--- config.mk ---
export PLATFORM = sky130hd
export DESIGN_NAME = demux_nto4n_stream
export DESIGN_NICKNAME = d
export VERILOG_FILES = /design/src/rtl/simd_pkg.sv /design/src/rtl/lane_reg_N.sv /design/src/rtl/demux_nto4n_stream.sv
export SDC_FILE = /design/constraint.sdc
export NUM_CORES = 1
export LEC_CHECK = 0
export ABC_AREA = 1
export BUFFER_PORTS_ARGS = -buffer_cell sky130_fd_sc_hd__buf_4
export CORE_ASPECT_RATIO = 0.6
export CORE_MARGIN = 2
export CORE_UTILIZATION = 31
export DETAILED_ROUTE_END_ITERATION = 8
export MAX_ROUTING_LAYER = met4
export PLACE_DENSITY = 0.6
export SETUP_SLACK_MARGIN = 0.4
export SLEW_MARGIN = 25
export SYNTH_ARGS = -nofsm -noshare
export SYNTH_HDL_FRONTEND = slang
export SYNTH_SLANG_ARGS = --single-unit
--- constraint.sdc ---
create_clock -name clk -period 1.6 [get_ports clk]
set_clock_uncertainty 0.15 [all_clocks]
set_input_delay 0.32 -clock clk [delete_from_list [all_inputs] [get_ports clk]]
set_output_delay 0.32 -clock clk [all_outputs]
set_load 0.1 [all_outputs]
--- src/rtl/simd_pkg.sv ---
// simd_pkg: shared lane count, lane index type and one-hot lane decode
package simd_pkg;
  localparam int LANES = 4;
  typedef logic [1:0] lane_idx_t;
  function automatic logic [3:0] onehot4(lane_idx_t idx);
    return 4'b0001 << idx;
  endfunction
endpackage

--- src/rtl/lane_reg_N.sv ---
// lane_reg_N: N-bit lane register; clk, rst (sync active-low), we, d in, q out
module lane_reg_N #(
  parameter int N = 32
) (
  input  logic         clk,
  input  logic         rst,
  input  logic         we,
  input  logic [N-1:0] d,
  output logic [N-1:0] q
);
  always_ff @(posedge clk)
    if (!rst) q <= '0;
    else if (we) q <= d;
endmodule

--- src/rtl/demux_nto4n_stream.sv ---
// demux_nto4n_stream: 1:4 word distributor; valid/ready word in (I), four lane regs out (O0..O3), frame valid/ready out
module demux_nto4n_stream
  import simd_pkg::*;
#(
  parameter int N = 32
) (
  input  logic         clk,
  input  logic         rst,
  input  logic         en,
  input  logic         auto_mode,
  input  logic [1:0]   S,
  input  logic [N-1:0] I,
  input  logic         in_valid,
  output logic         in_ready,
  output logic [N-1:0] O0,
  output logic [N-1:0] O1,
  output logic [N-1:0] O2,
  output logic [N-1:0] O3,
  output logic [3:0]   lane_we,
  output logic         frame_valid,
  input  logic         frame_ready
);
  lane_idx_t ptr_q, ptr_d, tgt;
  logic [3:0] filled_q, filled_d, lane_we_q, lane_we_d, wr;
  logic fv_q, fv_d, acc, fh;
  logic [N-1:0] lanes [LANES];
  assign in_ready = en && (!fv_q || frame_ready);
  assign acc = en && in_valid && in_ready;
  assign fh = en && fv_q && frame_ready;
  assign tgt = auto_mode ? ptr_q : lane_idx_t'(S);
  assign wr = acc ? onehot4(tgt) : 4'b0000;
  // A handshake clears the frame first so a same-cycle word starts the next frame
  always_comb begin
    filled_d = (fh ? 4'b0000 : filled_q) | wr;
    ptr_d = (fh ? lane_idx_t'(0) : ptr_q) + lane_idx_t'(acc && auto_mode);
    fv_d = &filled_d;
    lane_we_d = wr;
  end
  always_ff @(posedge clk)
    if (!rst) begin
      ptr_q <= '0;
      filled_q <= '0;
      fv_q <= 1'b0;
      lane_we_q <= '0;
    end else begin
      ptr_q <= ptr_d;
      filled_q <= filled_d;
      fv_q <= fv_d;
      lane_we_q <= lane_we_d;
    end
  for (genvar g = 0; g < LANES; g++) begin : g_lane
    lane_reg_N #(.N(N)) u_lane (.clk(clk), .rst(rst), .we(wr[g]), .d(I), .q(lanes[g]));
  end
  assign O0 = lanes[0];
  assign O1 = lanes[1];
  assign O2 = lanes[2];
  assign O3 = lanes[3];
  assign lane_we = lane_we_q;
  assign frame_valid = fv_q;
endmodule
# Word-level counts from Yosys, hierarchy flattened
# Index checks and enable logic that the tools add are counted.
word_totals:
  reg_bits: 139
  latchBits: 0
  mem_bits_rw: 0
  romBits: 0
  output_inout_bits: 134
  wordCells: 24
  memories: 0
op_classes:
  add_sub_neg: 1
  mul: 0
  div_mod_pow: 0
  n_lt_le_gt_ge: 0
  eq_ne: 0
  n_shift: 1
  muxes: 4
  n_bitwise: 1
  n_reduce_logical: 9
ops:
  columns: ["operator", "count"]
  rows:
  - ["$mux W4", 2]
  - ["$logic_and A1 B1 Y1", 6]
  - ["$mux W2", 2]
  - ["$or A4 B4 Y4", 1]
  - ["$reduce_and A4 Y1", 1]
  - ["$shl A1 B2 Y4 const A", 1]
  - ["$add A2 B1 Y2", 1]
  - ["$logic_not A1 Y1", 1]
  - ["$logic_or A1 B1 Y1", 1]

# Logic depth before layout (Yosys ltp)
# Gate-level depths: netlist (run 1).
logic_depth:
  ltp_word: 7
  depth_mapped: 9
  mapped_depth_nobuf: 8

# Modules after synthesis
# From an unflattened synthesis (run 1), not the netlist that was laid out.
unflattened:
  hier_cells: 883
  area_unflattened_um2: 5875.6
modules_own_cells:
  columns: ["module", "instances", "cells_per_inst", "area_per_inst_um2", "seq_area_each_um2"]
  rows:
  - ["lane_reg_N", 4, 202, 1335.0, 640.6]
  - ["demux_nto4n_stream", 1, 75, 535.5, 220.2]

# Least setup slack after synthesis (run 1)
# No wires, ideal clock.
synth_path:
  kind: "register to output"
  start: "reg fv_q, in the netlist frame_valid"
  end: "out in_ready"
  arrival_time_ps: 1642
  required_ps: 1130
  slack_ps: -512
  path_stages_with_launch: 4
  n_path_buf: 0
  cell_sequence: "dfxtp_1 > nand2_1 > nand2_2 > inv_1"
synth_between:
  elab_chain_cells: 3
synth_lines:
  columns: ["element", "line_no", "text"]
  rows:
  - ["from (decl)", "demux_nto4n_stream.sv:25", "logic fv_q, fv_d, acc, fh;"]
  - ["from (signal assigned)", "demux_nto4n_stream.sv:48", "fv_q <= fv_d;"]
  - ["$logic_not A1 Y1", "demux_nto4n_stream.sv:27", "assign in_ready = en && (!fv_q || frame_ready);"]
  - ["$logic_or A1 B1 Y1", "demux_nto4n_stream.sv:27", null]
  - ["$logic_and A1 B1 Y1", "demux_nto4n_stream.sv:27", null]
  - ["to (decl)", "demux_nto4n_stream.sv:14", "output logic in_ready,"]
# No other way between the ends.

# Worst setup path after layout (run 1)
layout_path:
  start: "reg fv_q, in the netlist frame_valid"
  end: "reg g_lane[3].u_lane.q[6]"
layout_between:
  elab_chain_cells: 5
layout_lines:
  columns: ["element", "line_no", "text"]
  rows:
  - ["$logic_not A1 Y1", "demux_nto4n_stream.sv:27", null]
  - ["$logic_or A1 B1 Y1", "demux_nto4n_stream.sv:27", null]
  - ["$logic_and A1 B1 Y1", "demux_nto4n_stream.sv:27", null]
  - ["$logic_and A1 B1 Y1", "demux_nto4n_stream.sv:28", "assign acc = en && in_valid && in_ready;"]
  - ["$mux W4", "demux_nto4n_stream.sv:31", "assign wr = acc ? onehot4(tgt) : 4'b0000;"]
  - ["to (signal assigned)", "lane_reg_N.sv:12", "if (!rst) q <= '0;"]
  - ["to (signal assigned)", "lane_reg_N.sv:13", "else if (we) q <= d;"]
  - ["to (decl)", "lane_reg_N.sv:9", "output logic [N-1:0] q"]
# No other way between the ends.
# A chain may end at the register's enable or synchronous reset.

==> results_dict.tcl, run 1 <==
set metrics [dict create \
    die_h_microns 103 \
    ys_top_cells_by_count "262 x nor2_1, 139 x dfxtp_1, 85 x o21ai_0, 43 x o21ai_1, 21 x nand2_1" \
    postCtsHoldBufs 0 \
    cp.depth 9 \
    drv_cap 0 \
    crit_chain "nand2_4 -> nand2_4 -> buf_6 -> nor2_8 -> nand3_4 -> buf_6 -> buf_8 -> o21ai_2 -> nor2_1" \
    ys_warn_count 0 \
    synth_top_area_share 0.554 \
    yosysSeqAreaShare 0.554 \
    synth_area_sq_mm 0.00503 \
    grtUsageTotal 0.236 \
    max_stage_delay_ps 350 \
    synth_edf_count 0 \
    hp-class "in2reg" \
    dp_cells 989 \
    antenna_found_initial 0 \
    clk_transition_reported_paths_ps 70 \
    ioPinCount 174 \
    grt_start_max_net_pins 33 \
    overflow 0 \
    r2r_cells 9 \
    vias_per_cell 4.90 \
    place.gp.congestion 0.774 \
    seq_power_share 0.361 \
    ys_top_cells_by_area "dfxtp_1 55%, nor2_1 20%, o21ai_0 8.5%, o21ai_1 4.3%, buf_6 3.8%" \
    p_sw_w 0.00351 \
    synth-main-ff-cell "dfxtp_1" \
    synth_area_per_cell_sq_um 8.03 \
    worstSetupPathType "reg2reg" \
    core-area_sq_mm 0.0156 \
    grt.met1_usage 0.312 \
    wire_per_inst_microns 19.7 \
    finalNonFillerCells 1099 \
    worst_slack_ps -147 \
    cts_buffer_depth 2 \
    routed_wl_microns 21700 \
    internal-power_w 0.00688 \
    drive_above_1_share 0.719 \
    tightest_slew_ps 444 \
    dpl.hpwl_microns 10700 \
    start_kind "register" \
    synth_seq_cells 139 \
    r2r_setup_slack_ps -150 \
    max_freq_mhz 573 \
    swShare 0.338 \
    worst-path-buf-inv 3 \
    grt_pass1_vias 5054 \
    cellPowerDensity_mw_per_mm2 920 \
    synth_cell_types 21 \
    cts_sinks 139 \
    clock_latency_ps 420 \
    htree_levels 4 \
    setup_viol 131 \
    cpMaxStageDelayCell "dfxtp_4" \
    final_core_util 0.724 \
    syn_inst 626 \
    p_leak_nw 4.57 \
    cp-endpoint "g_lane[3].u_lane.q[6]$_SDFFE_PN0P_" \
    synthArstFlopShare 0 \
    critical_path.max_fanout 6 \
    max_slew_margin 0.704 \
    maxSlewViolCount 0 \
    status "finished, violations left" \
    grt_pass1_wl_microns 29700 \
    ant_nets 0 \
    first_pass_iters 4 \
    critPathLaunch "frame_valid$_SDFF_PN0_" \
    rsz0062_at_grt "yes" \
    r2r_end "g_lane[3].u_lane.q[6]$_SDFFE_PN0P_" \
    finalHoldViolations 0 \
    nets 924 \
    cts_tree "yes" \
    fill_cells 1022 \
    syn_nets 667 \
    drc 0 \
    synth_top_area_cell "dfxtp_1" \
    reg2reg_from "frame_valid$_SDFF_PN0_" \
    grt_util_met3 0.0568 \
    yosysMostFrequentCell "nor2_1" \
    syn2layout_area_growth_pct 124 \
    cts_buffers 17 \
    start_util 0.322 \
    cts_root_buffer "clkbuf_16" \
    num_vias 5383 \
    diodes 0 \
    required_ps 1760 \
    drtIter0Drc 214 \
    crit_family "simple AND/OR/NAND/NOR gates" \
    violations "setup timing" \
    period_needed_ps 1750 \
    comb_power_share 0.262 \
    fp-row-count 35 \
    use_met2 0.368 \
    vdd_drop_max_mv 0.647 \
    end_kind "register" \
    finalCritPeriodShare 1.09 \
    die_x_microns 168 \
    p_clk_frac 0.377 \
    grt-busiest-layer "met2" \
    die_area_sq_mm 0.0173 \
    io_buffers 173 \
    arrival_ps 1910 \
]
## worst min path at each step
stage | start | endpoint | slack (ps) | depth (start not counted)
global route | I[9] | g_lane[3].u_lane.q[9]$_SDFFE_PN0P_ | 40 | 3
finish | I[12] | g_lane[1].u_lane.q[12]$_SDFFE_PN0P_ | 30 | 3
global placement | g_lane[1].u_lane.q[16]$_SDFFE_PN0P_ | g_lane[1].u_lane.q[16]$_SDFFE_PN0P_ | 290 | 2
CTS | I[25] | g_lane[3].u_lane.q[25]$_SDFFE_PN0P_ | 8 | 3
floorplan | filled_q[1]$_SDFF_PN0_ | filled_q[1]$_SDFF_PN0_ | 310 | 2
detailed placement | g_lane[1].u_lane.q[16]$_SDFFE_PN0P_ | g_lane[1].u_lane.q[16]$_SDFFE_PN0P_ | 300 | 2
## kinds of logic after synthesis
logic type,Yosys count,synth area share
AND/OR/NAND/NOR,300,0.244
flip-flops,139,0.554
buffers and inverters,54,0.0680
adder cells (fa/ha/maj),1,0.00249
AO/OA/AOI/OAI,132,0.131
## worst min-delay path: stages
cell and delay, ps:
buf_4 110, o21ai_2 60, nor2_1 60
## final cells by class
| class | instances | area, sq um | share of cell area |
|---|---|---|---|
| timing repair buffer | 272 | 4410 | 0.391 |
| timing repair inverter | 3 | 90.1 | 0.00798 |
| clock inverter | 13 | 131 | 0.0116 |
| multi-input combinational | 434 | 2730 | 0.242 |
| sequential | 139 | 3070 | 0.272 |
| clock buffer | 19 | 453 | 0.0401 |
| tap | 203 | 254 | 0.0225 |
| inverter | 16 | 141 | 0.0125 |
## metrics by stage
step | total power (W) | setup TNS (ps) | cell area (sq um) | setup WS, ps | hold slack (ps)
after global routing | 0.0107 | -16760 | 11300 | -207 | 36.0
final | 0.0104 | -8860 | 11300 | -147 | 30.3
after detailed placement | 0.00564 | -5330 | 6900 | -100 | 298
after global placement | 0.00563 | -4000 | 6900 | -109 | 291
after floorplan | 0.00516 | -11.5 | 5290 | -11.5 | 313
after CTS | 0.0102 | -2650 | 10200 | -108 | 7.87
## placed cells by master (no fill, tap or decap), types with 4 or more instances in the layout
| cell | synthesis | routed |
|---|---|---|
| nor2_2 | 0 | 40 |
| nand2_1 | 21 | 14 |
| nand2_2 | 3 | 7 |
| buf_6 | 17 | 20 |
| inv_6 | 0 | 5 |
| nor2_4 | 3 | 30 |
| buf_16 | 0 | 9 |
| nor2_1 | 262 | 195 |
| dfxtp_4 | 0 | 47 |
| o21ai_2 | 0 | 98 |
| buf_8 | 0 | 4 |
| o21ai_4 | 0 | 4 |
| clkinv_16 | 0 | 5 |
| clkbuf_16 | 0 | 24 |
| dfxtp_2 | 0 | 87 |
| buf_12 | 0 | 157 |
| o21ai_1 | 43 | 26 |
| dfxtp_1 | 139 | 5 |
| nand2_4 | 5 | 5 |
| inv_1 | 11 | 10 |
| buf_4 | 0 | 75 |
## power by group through the flow
stage	clock (W)	sequential, W	combinational (W)
2_1_floorplan	0	0.00475	0.000411
3_3_place_gp	0	0.00378	0.00185
3_5_place_dp	0	0.00378	0.00186
4_1_cts	0.00398	0.00378	0.00246
5_1_grt	0.00411	0.00376	0.00283
6_report	0.00391	0.00375	0.00272
## state kept, by name, indices dropped and copies added, names as in the netlist
signal	cells
filled_q	4
frame_valid	1
g_lane.u_lane.q	128
lane_we	4
ptr_q	2
## timing repair
action,in CTS,in global routing
pin swaps,7,42
gates resized for setup,582,191
setup buffers,25,32
cloned,12,9
endpoints found under the setup margin,273,273
## metal layers
metal  share of wire  up-vias
li1                -     2556
met1            0.46     2618
met2            0.48      185
met3           0.053       24
met4           0.013        0
met5               0        -
No activity file was read; power rests on OpenSTA's default activity.
==> inputs of run 2 (changes only) <==
Settings changed: ABC_AREA 1 to 0, PLACE_DENSITY 0.6 to 0.59.
Clock period 1.6 ns to 2.1 ns, I/O delays scaled along.
==> run 2 against run 1 <==
  * The flow now finishes without violations
  * Wire length decreased by 24%
  * Sequential cell count unchanged
  * Die area increased by 4.7%
  * Sequential share of layout area increased by 9.0 points
  * Clock power decreased by 22%
  * Final area decreased by 32%
  * Synthesized cell count decreased by 3.4%
  * First-iteration DRC count increased by 22%
  * Sequential power decreased by 27%
  * Non-clock buffer count decreased by 66
  * Critical endpoint is now in_ready
  * Largest power group unchanged
==> results_dict.tcl, run 2 <==
set metrics [dict create \
    synth_simple_gate_area_frac 0.224 \
    syn_nets 646 \
    max_freq_mhz 587 \
    tightest_slew_ps 424 \
    clock_latency_ps 410 \
    antenna_found_initial 0 \
    grt_pass1_wl_microns 25100 \
    drtIter0Drc 262 \
    num_vias 4817 \
    ant_nets 0 \
    final_cell_mix "260 x nand2_1, 181 x buf_4, 137 x dfxtp_1, 124 x a21boi_1, 18 x clkbuf_16" \
    htree_levels 4 \
    postCtsHoldBufs 0 \
    cts_sinks 139 \
    cellPowerDensity_mw_per_mm2 865 \
    ys_top_cells_by_area "dfxtp_1 53%, nand2_1 19%, a21boi_1 17%, buf_6 1.9%, clkbuf_1 1.9%" \
    vdd_drop_max_mv 0.504 \
    syn_inst 605 \
    wire_per_inst_microns 16.1 \
    fp-row-count 36 \
    place.gp.congestion 0.824 \
    hp-class "in2reg" \
    die_x_microns 172 \
    largest_register_ffs 128 \
    vias_per_cell 4.67 \
    dpl.hpwl_microns 11600 \
    critical_path.max_fanout 3 \
    drive_above_1_share 0.318 \
    end_kind "output port" \
    yosysMostFrequentCell "nand2_1" \
    maxSlewViolCount 0 \
    worstSetupPathType "reg2out" \
    synth_seq_cells 139 \
    synth_area_per_cell_sq_um 8.71 \
    drv_cap 0 \
    synth_top_area_share 0.528 \
    finalCritPeriodShare 0.811 \
    final.setup.tns_ps 0 \
    syn2layout_area_growth_pct 46.2 \
    arrival_ps 1130 \
    synth_edf_count 0 \
    synthArstFlopShare 0 \
    synth_area_sq_mm 0.00527 \
    cts_root_buffer "clkbuf_16" \
    clk_transition_reported_paths_ps 70 \
    synth_top_area_cell "dfxtp_1" \
    holdWs_ps 125 \
    final_core_util 0.468 \
    ys_warn_count 0 \
    synth_cell_types 23 \
    io_buffers 173 \
    post_dp_cell_area_sq_mm 0.00687 \
    synthAdderAreaFrac 0.00237 \
    top_register "g_lane.u_lane.q" \
    cts_tree "yes" \
    ioPinCount 174 \
    grt_pass1_vias 4600 \
    diodes 0 \
    finalHoldViolations 0 \
    die_area_sq_mm 0.0181 \
    final_common_cell "nand2_1" \
    first_pass_iters 5 \
    synth-main-ff-cell "dfxtp_1" \
    synth_compound_area_frac 0.192 \
    routed_wl_microns 16600 \
    cts_buffers 17 \
    start_kind "register" \
    core-area_sq_mm 0.0164 \
    synthMuxAreaShare 0.00950 \
    period_needed_ps 1700 \
    overflow 0 \
    drc 0 \
    synth_top_family_by_area "simple AND/OR/NAND/NOR gates" \
    grt_start_max_net_pins 55 \
    required_ps 1530 \
    final_area_sq_mm 0.00770 \
    grtUsageTotal 0.185 \
    start_util 0.320 \
    p_leak_nw 3.14 \
    max_slew_margin 0.712 \
    yosysSeqAreaShare 0.528 \
    die_h_microns 105 \
    synth_xor_area_frac 0.00166 \
    ys_top_cells_by_count "262 x nand2_1, 139 x dfxtp_1, 119 x a21boi_1, 27 x clkbuf_1, 12 x a21boi_0" \
    setup_viol 0 \
    cts_buffer_depth 2 \
    nets 831 \
    rsz0062_at_grt "yes" \
    status "finished, final reports clean" \
]
-- run 2: cell types whose count changed after synthesis, moves of 5 or more --
cell	delta
clkbuf_1	+12
o21ai_1	-43
nor2_1	-262
buf_6	-8
inv_1	-10
nand2_4	-5
and2_1	+10
a21boi_1	+119
a21boi_0	+12
o21ai_0	-83
nand2_1	+241
-- run 2: metal layers --
metal | up-vias | wire (microns) | track usage
met5 | - | 0 | -
met4 | 0 | 95 | 0.0312
met3 | 9 | 1300 | 0.0674
met2 | 154 | 7080 | 0.269
met1 | 2316 | 8070 | 0.248
li1 | 2338 | - | -
-- run 2: worst paths after layout --
kind / startpoint / end / slack, ps / cells past startpoint
setup / recovery: frame_valid$_SDFF_PN0_ / in_ready / 400 / 3
hold / removal: I[23] / g_lane[2].u_lane.q[23]$_SDFFE_PN0P_ / 130 / 3
setup reg to reg: ptr_q[1]$_SDFF_PN0_ / g_lane[1].u_lane.q[19]$_SDFFE_PN0P_ / 440 / 6
hold reg to reg: filled_q[1]$_SDFF_PN0_ / filled_q[1]$_SDFF_PN0_ / 310 / 2
-- run 2: report_power, final --
group | switching [W] | internal (W) | total [W] | leakage (nW)
Clock | 0.00118 | 0.00186 | 0.00304 | 0.294
Sequential | 0.0000366 | 0.00270 | 0.00273 | 1.13
Combinational | 0.000645 | 0.000248 | 0.000892 | 1.72
-- run 2: logic make-up after synthesis --
group / after synthesis
simple gates: 284
flops: 139
compound gates: 135
buf+inv: 41
mux: 4
xor+xnor: 1
fa+ha+maj: 1
-- run 2: layout make-up --
type	instances	area [sq um]
Tap cell	228	285
Timing Repair Buffer	206	1730
Inverter	1	3.75
Clock inverter	12	134
Fill cell	1594	8740
Multi-Input combinational cell	425	2300
Sequential cell	139	2790
Clock buffer	20	467
-- run 2: repair_timing --
action                     CTS  global route
pin swaps                    1             8
cloned                       1             2
gates resized for setup     11            35
setup endpoints to repair   24           108
setup buffers                3             3
-- run 2: critical path: stages (launching register included) --
cell      delay (ps)
dfxtp_4          350
nand2b_4          60
and2_4           150
buf_12           160
-- run 2: through the flow --
step | setup slack (ps) | total power (W) | std cells
4_1_cts | 369 | 0.00672 | 1026
6_report | 397 | 0.00666 | 1031
3_5_place_dp | 68.8 | 0.00366 | 990
5_1_grt | 352 | 0.00691 | 1031
2_1_floorplan | 359 | 0.00340 | 605
3_3_place_gp | 138 | 0.00365 | 990
==> inputs of run 3 (changes only) <==
Settings changed: PLACE_DENSITY 0.59 to 0.61.
Clock period 2.1 ns to 1.5 ns, I/O delays scaled along.
==> run 3 against run 2 <==
  * The flow now finishes with violations (setup timing)
  * Die area did not move
  * Final area up 47%
  * Clock power increased by 47%
  * Combinational power rose by 100%
  * First-iteration DRC count is 23% higher
  * Power is 52% higher
  * Critical path depth increased by 3
  * Non-clock buffer count grew 98
  * Sequential share of layout area down 9.5 points
  * Clock-buffer cell count unchanged
  * Core utilization grew 22 points
  * Setup slack lost 630 ps
  * Critical path type is now reg2reg
  * Largest cell class is now non-clock buffers
  * Largest power group unchanged
  * Highest routed layer unchanged
==> results_dict.tcl, run 3 (synthesis results as in run 2) <==
set metrics [dict create \
    worst_slack_ps -231 \
    violations "setup timing" \
    routed_wl_microns 22700 \
    htree_levels 4 \
    wire_per_inst_microns 20.1 \
    comb_power_share 0.176 \
    required_ps 1690 \
    ioPinCount 174 \
    grt_pass1_vias 4974 \
    end_kind "register" \
    tightest_slew_ps 322 \
    regArea_sq_mm 0.00303 \
    worstSetupPathType "reg2reg" \
    final_common_cell "nand2_1" \
    arrival_ps 1920 \
    swShare 0.278 \
    internal-power_w 0.00730 \
    drtIter0Drc 321 \
    largest_register_ffs 128 \
    core-area_sq_mm 0.0164 \
    grt_pass1_wl_microns 29000 \
    final.setup.tns_ps -21310 \
    dp_cells 1005 \
    cts_root_buffer "clkbuf_16" \
    overflow 0 \
    cellPowerDensity_mw_per_mm2 892 \
    grt_start_max_net_pins 30 \
    die_x_microns 172 \
    nets 929 \
    clk_transition_reported_paths_ps 60 \
    multi_input_comb_area_sq_mm 0.00285 \
    critical_path.max_fanout 5 \
    die_area_sq_mm 0.0181 \
    cts_buffer_depth 2 \
    num_vias 5463 \
    setup_viol 137 \
    power.total_w 0.0101 \
    io_buffers 173 \
    max_slew_margin 0.781 \
    max_stage_delay_ps 330 \
    crit_chain "mux2_4 -> nor4_4 -> buf_4 -> clkbuf_16 -> nand2_1 -> a21boi_1" \
    hp-class "in2reg" \
    diodes 0 \
    antenna_found_initial 0 \
    drc 0 \
    fill_cells 1139 \
    vdd_drop_max_mv 0.753 \
    p_clk_frac 0.443 \
    seq_power_share 0.380 \
    syn2layout_area_growth_pct 115 \
    grtUsageTotal 0.219 \
    first_pass_iters 5 \
    p_sw_w 0.00281 \
    ant_nets 0 \
    vias_per_cell 4.84 \
    fp-row-count 36 \
    drv_cap 0 \
    finalHoldViolations 0 \
    finalNonFillerCells 1128 \
    cpMaxStageDelayCell "dfxtp_2" \
    place.gp.congestion 0.798 \
    hold_depth 3 \
    final_core_util 0.689 \
    cts_buffers 17 \
    maxSlewViolCount 0 \
    cts_sinks 139 \
    dpl.hpwl_microns 11600 \
    top_register "g_lane.u_lane.q" \
    die_h_microns 105 \
    period_needed_ps 1730 \
    cts_tree "yes" \
    finalCritPeriodShare 1.15 \
    p_leak_nw 4.53 \
    r2r_cells 6 \
    max_freq_mhz 578 \
    start_util 0.320 \
    place_ws_ps -384 \
    rsz0062_at_grt "yes" \
    crit_family "simple AND/OR/NAND/NOR gates" \
    r2r_setup_slack_ps -230 \
    worst-path-buf-inv 2 \
    status "finished, violations left" \
    cp.depth 6 \
    drive_above_1_share 0.631 \
    start_kind "register" \
    clock_latency_ps 420 \
    final_cell_mix "188 x nand2_1, 149 x buf_12, 104 x dfxtp_2, 100 x a21boi_1, 90 x buf_4" \
]
-- run 3: cell types whose count changed in the layout (fill, tap and decap cells not counted), sizes merged --
cell         delta
clkbuf          +8
dlygate4sd3    +24
clkinv          +3
buf            +66
inv             -4
clkinvlp        -2
bufinv          +2
-- run 3: per-layer routing --
metal  up-vias  routed length (microns)  track usage
met4         0                      363       0.0384
met5         -                        0            -
met2       205                    10400        0.316
met3        28                     1790       0.0788
li1       2542                        -            -
met1      2688                    10100        0.297
-- run 3: worst paths after layout --
check / startpoint / endpoint
setup / recovery: ptr_q[1]$_SDFF_PN0_ / g_lane[1].u_lane.q[4]$_SDFFE_PN0P_
hold / removal: I[27] / g_lane[3].u_lane.q[27]$_SDFFE_PN0P_
setup reg to reg: ptr_q[1]$_SDFF_PN0_ / g_lane[1].u_lane.q[4]$_SDFFE_PN0P_
hold reg to reg: filled_q[0]$_SDFF_PN0_ / filled_q[0]$_SDFF_PN0_
-- run 3: timing repair --
item,in CTS,in global routing
hold buffers,24,0
pin swaps,8,110
setup endpoints to repair,273,273
hold endpoints to repair,58,0
setup buffers,18,32
cloned,8,10
resized for setup,358,330
-- run 3: metrics by stage --
stage                     instance area [sq um]  hold slack, ps
final                                     11300            20.9
after global routing                      11300            18.0
after CTS                                  9630           0.779
after detailed placement                   7190             293
after global placement                     7190             291
after floorplan                            5470             277
-- run 3: area by class of cell --
type	instances	area share
Clock buffer	20	0.0394
Timing Repair Buffer	304	0.401
Tap cell	228	0.0252
Multi-Input combinational cell	425	0.251
Sequential cell	139	0.267
Inverter	1	0.000331
Clock inverter	11	0.0150
-- run 3: tightest hold or removal path: cells and delay by family --
family | cells | cell delay (ps)
AOI/OAI and AO/OA | 1 | 50
buffers and inverters | 1 | 140
and+or+nand+nor | 1 | 60
-- run 3: power by group through the flow --
stage | Combinational [W] | Sequential [W] | Clock (W)
finish | 0.00178 | 0.00384 | 0.00448
global route | 0.00184 | 0.00385 | 0.00471
CTS | 0.00154 | 0.00386 | 0.00451
detailed placement | 0.00127 | 0.00391 | 0
global placement | 0.00127 | 0.00391 | 0
floorplan | 0.000301 | 0.00448 | 0
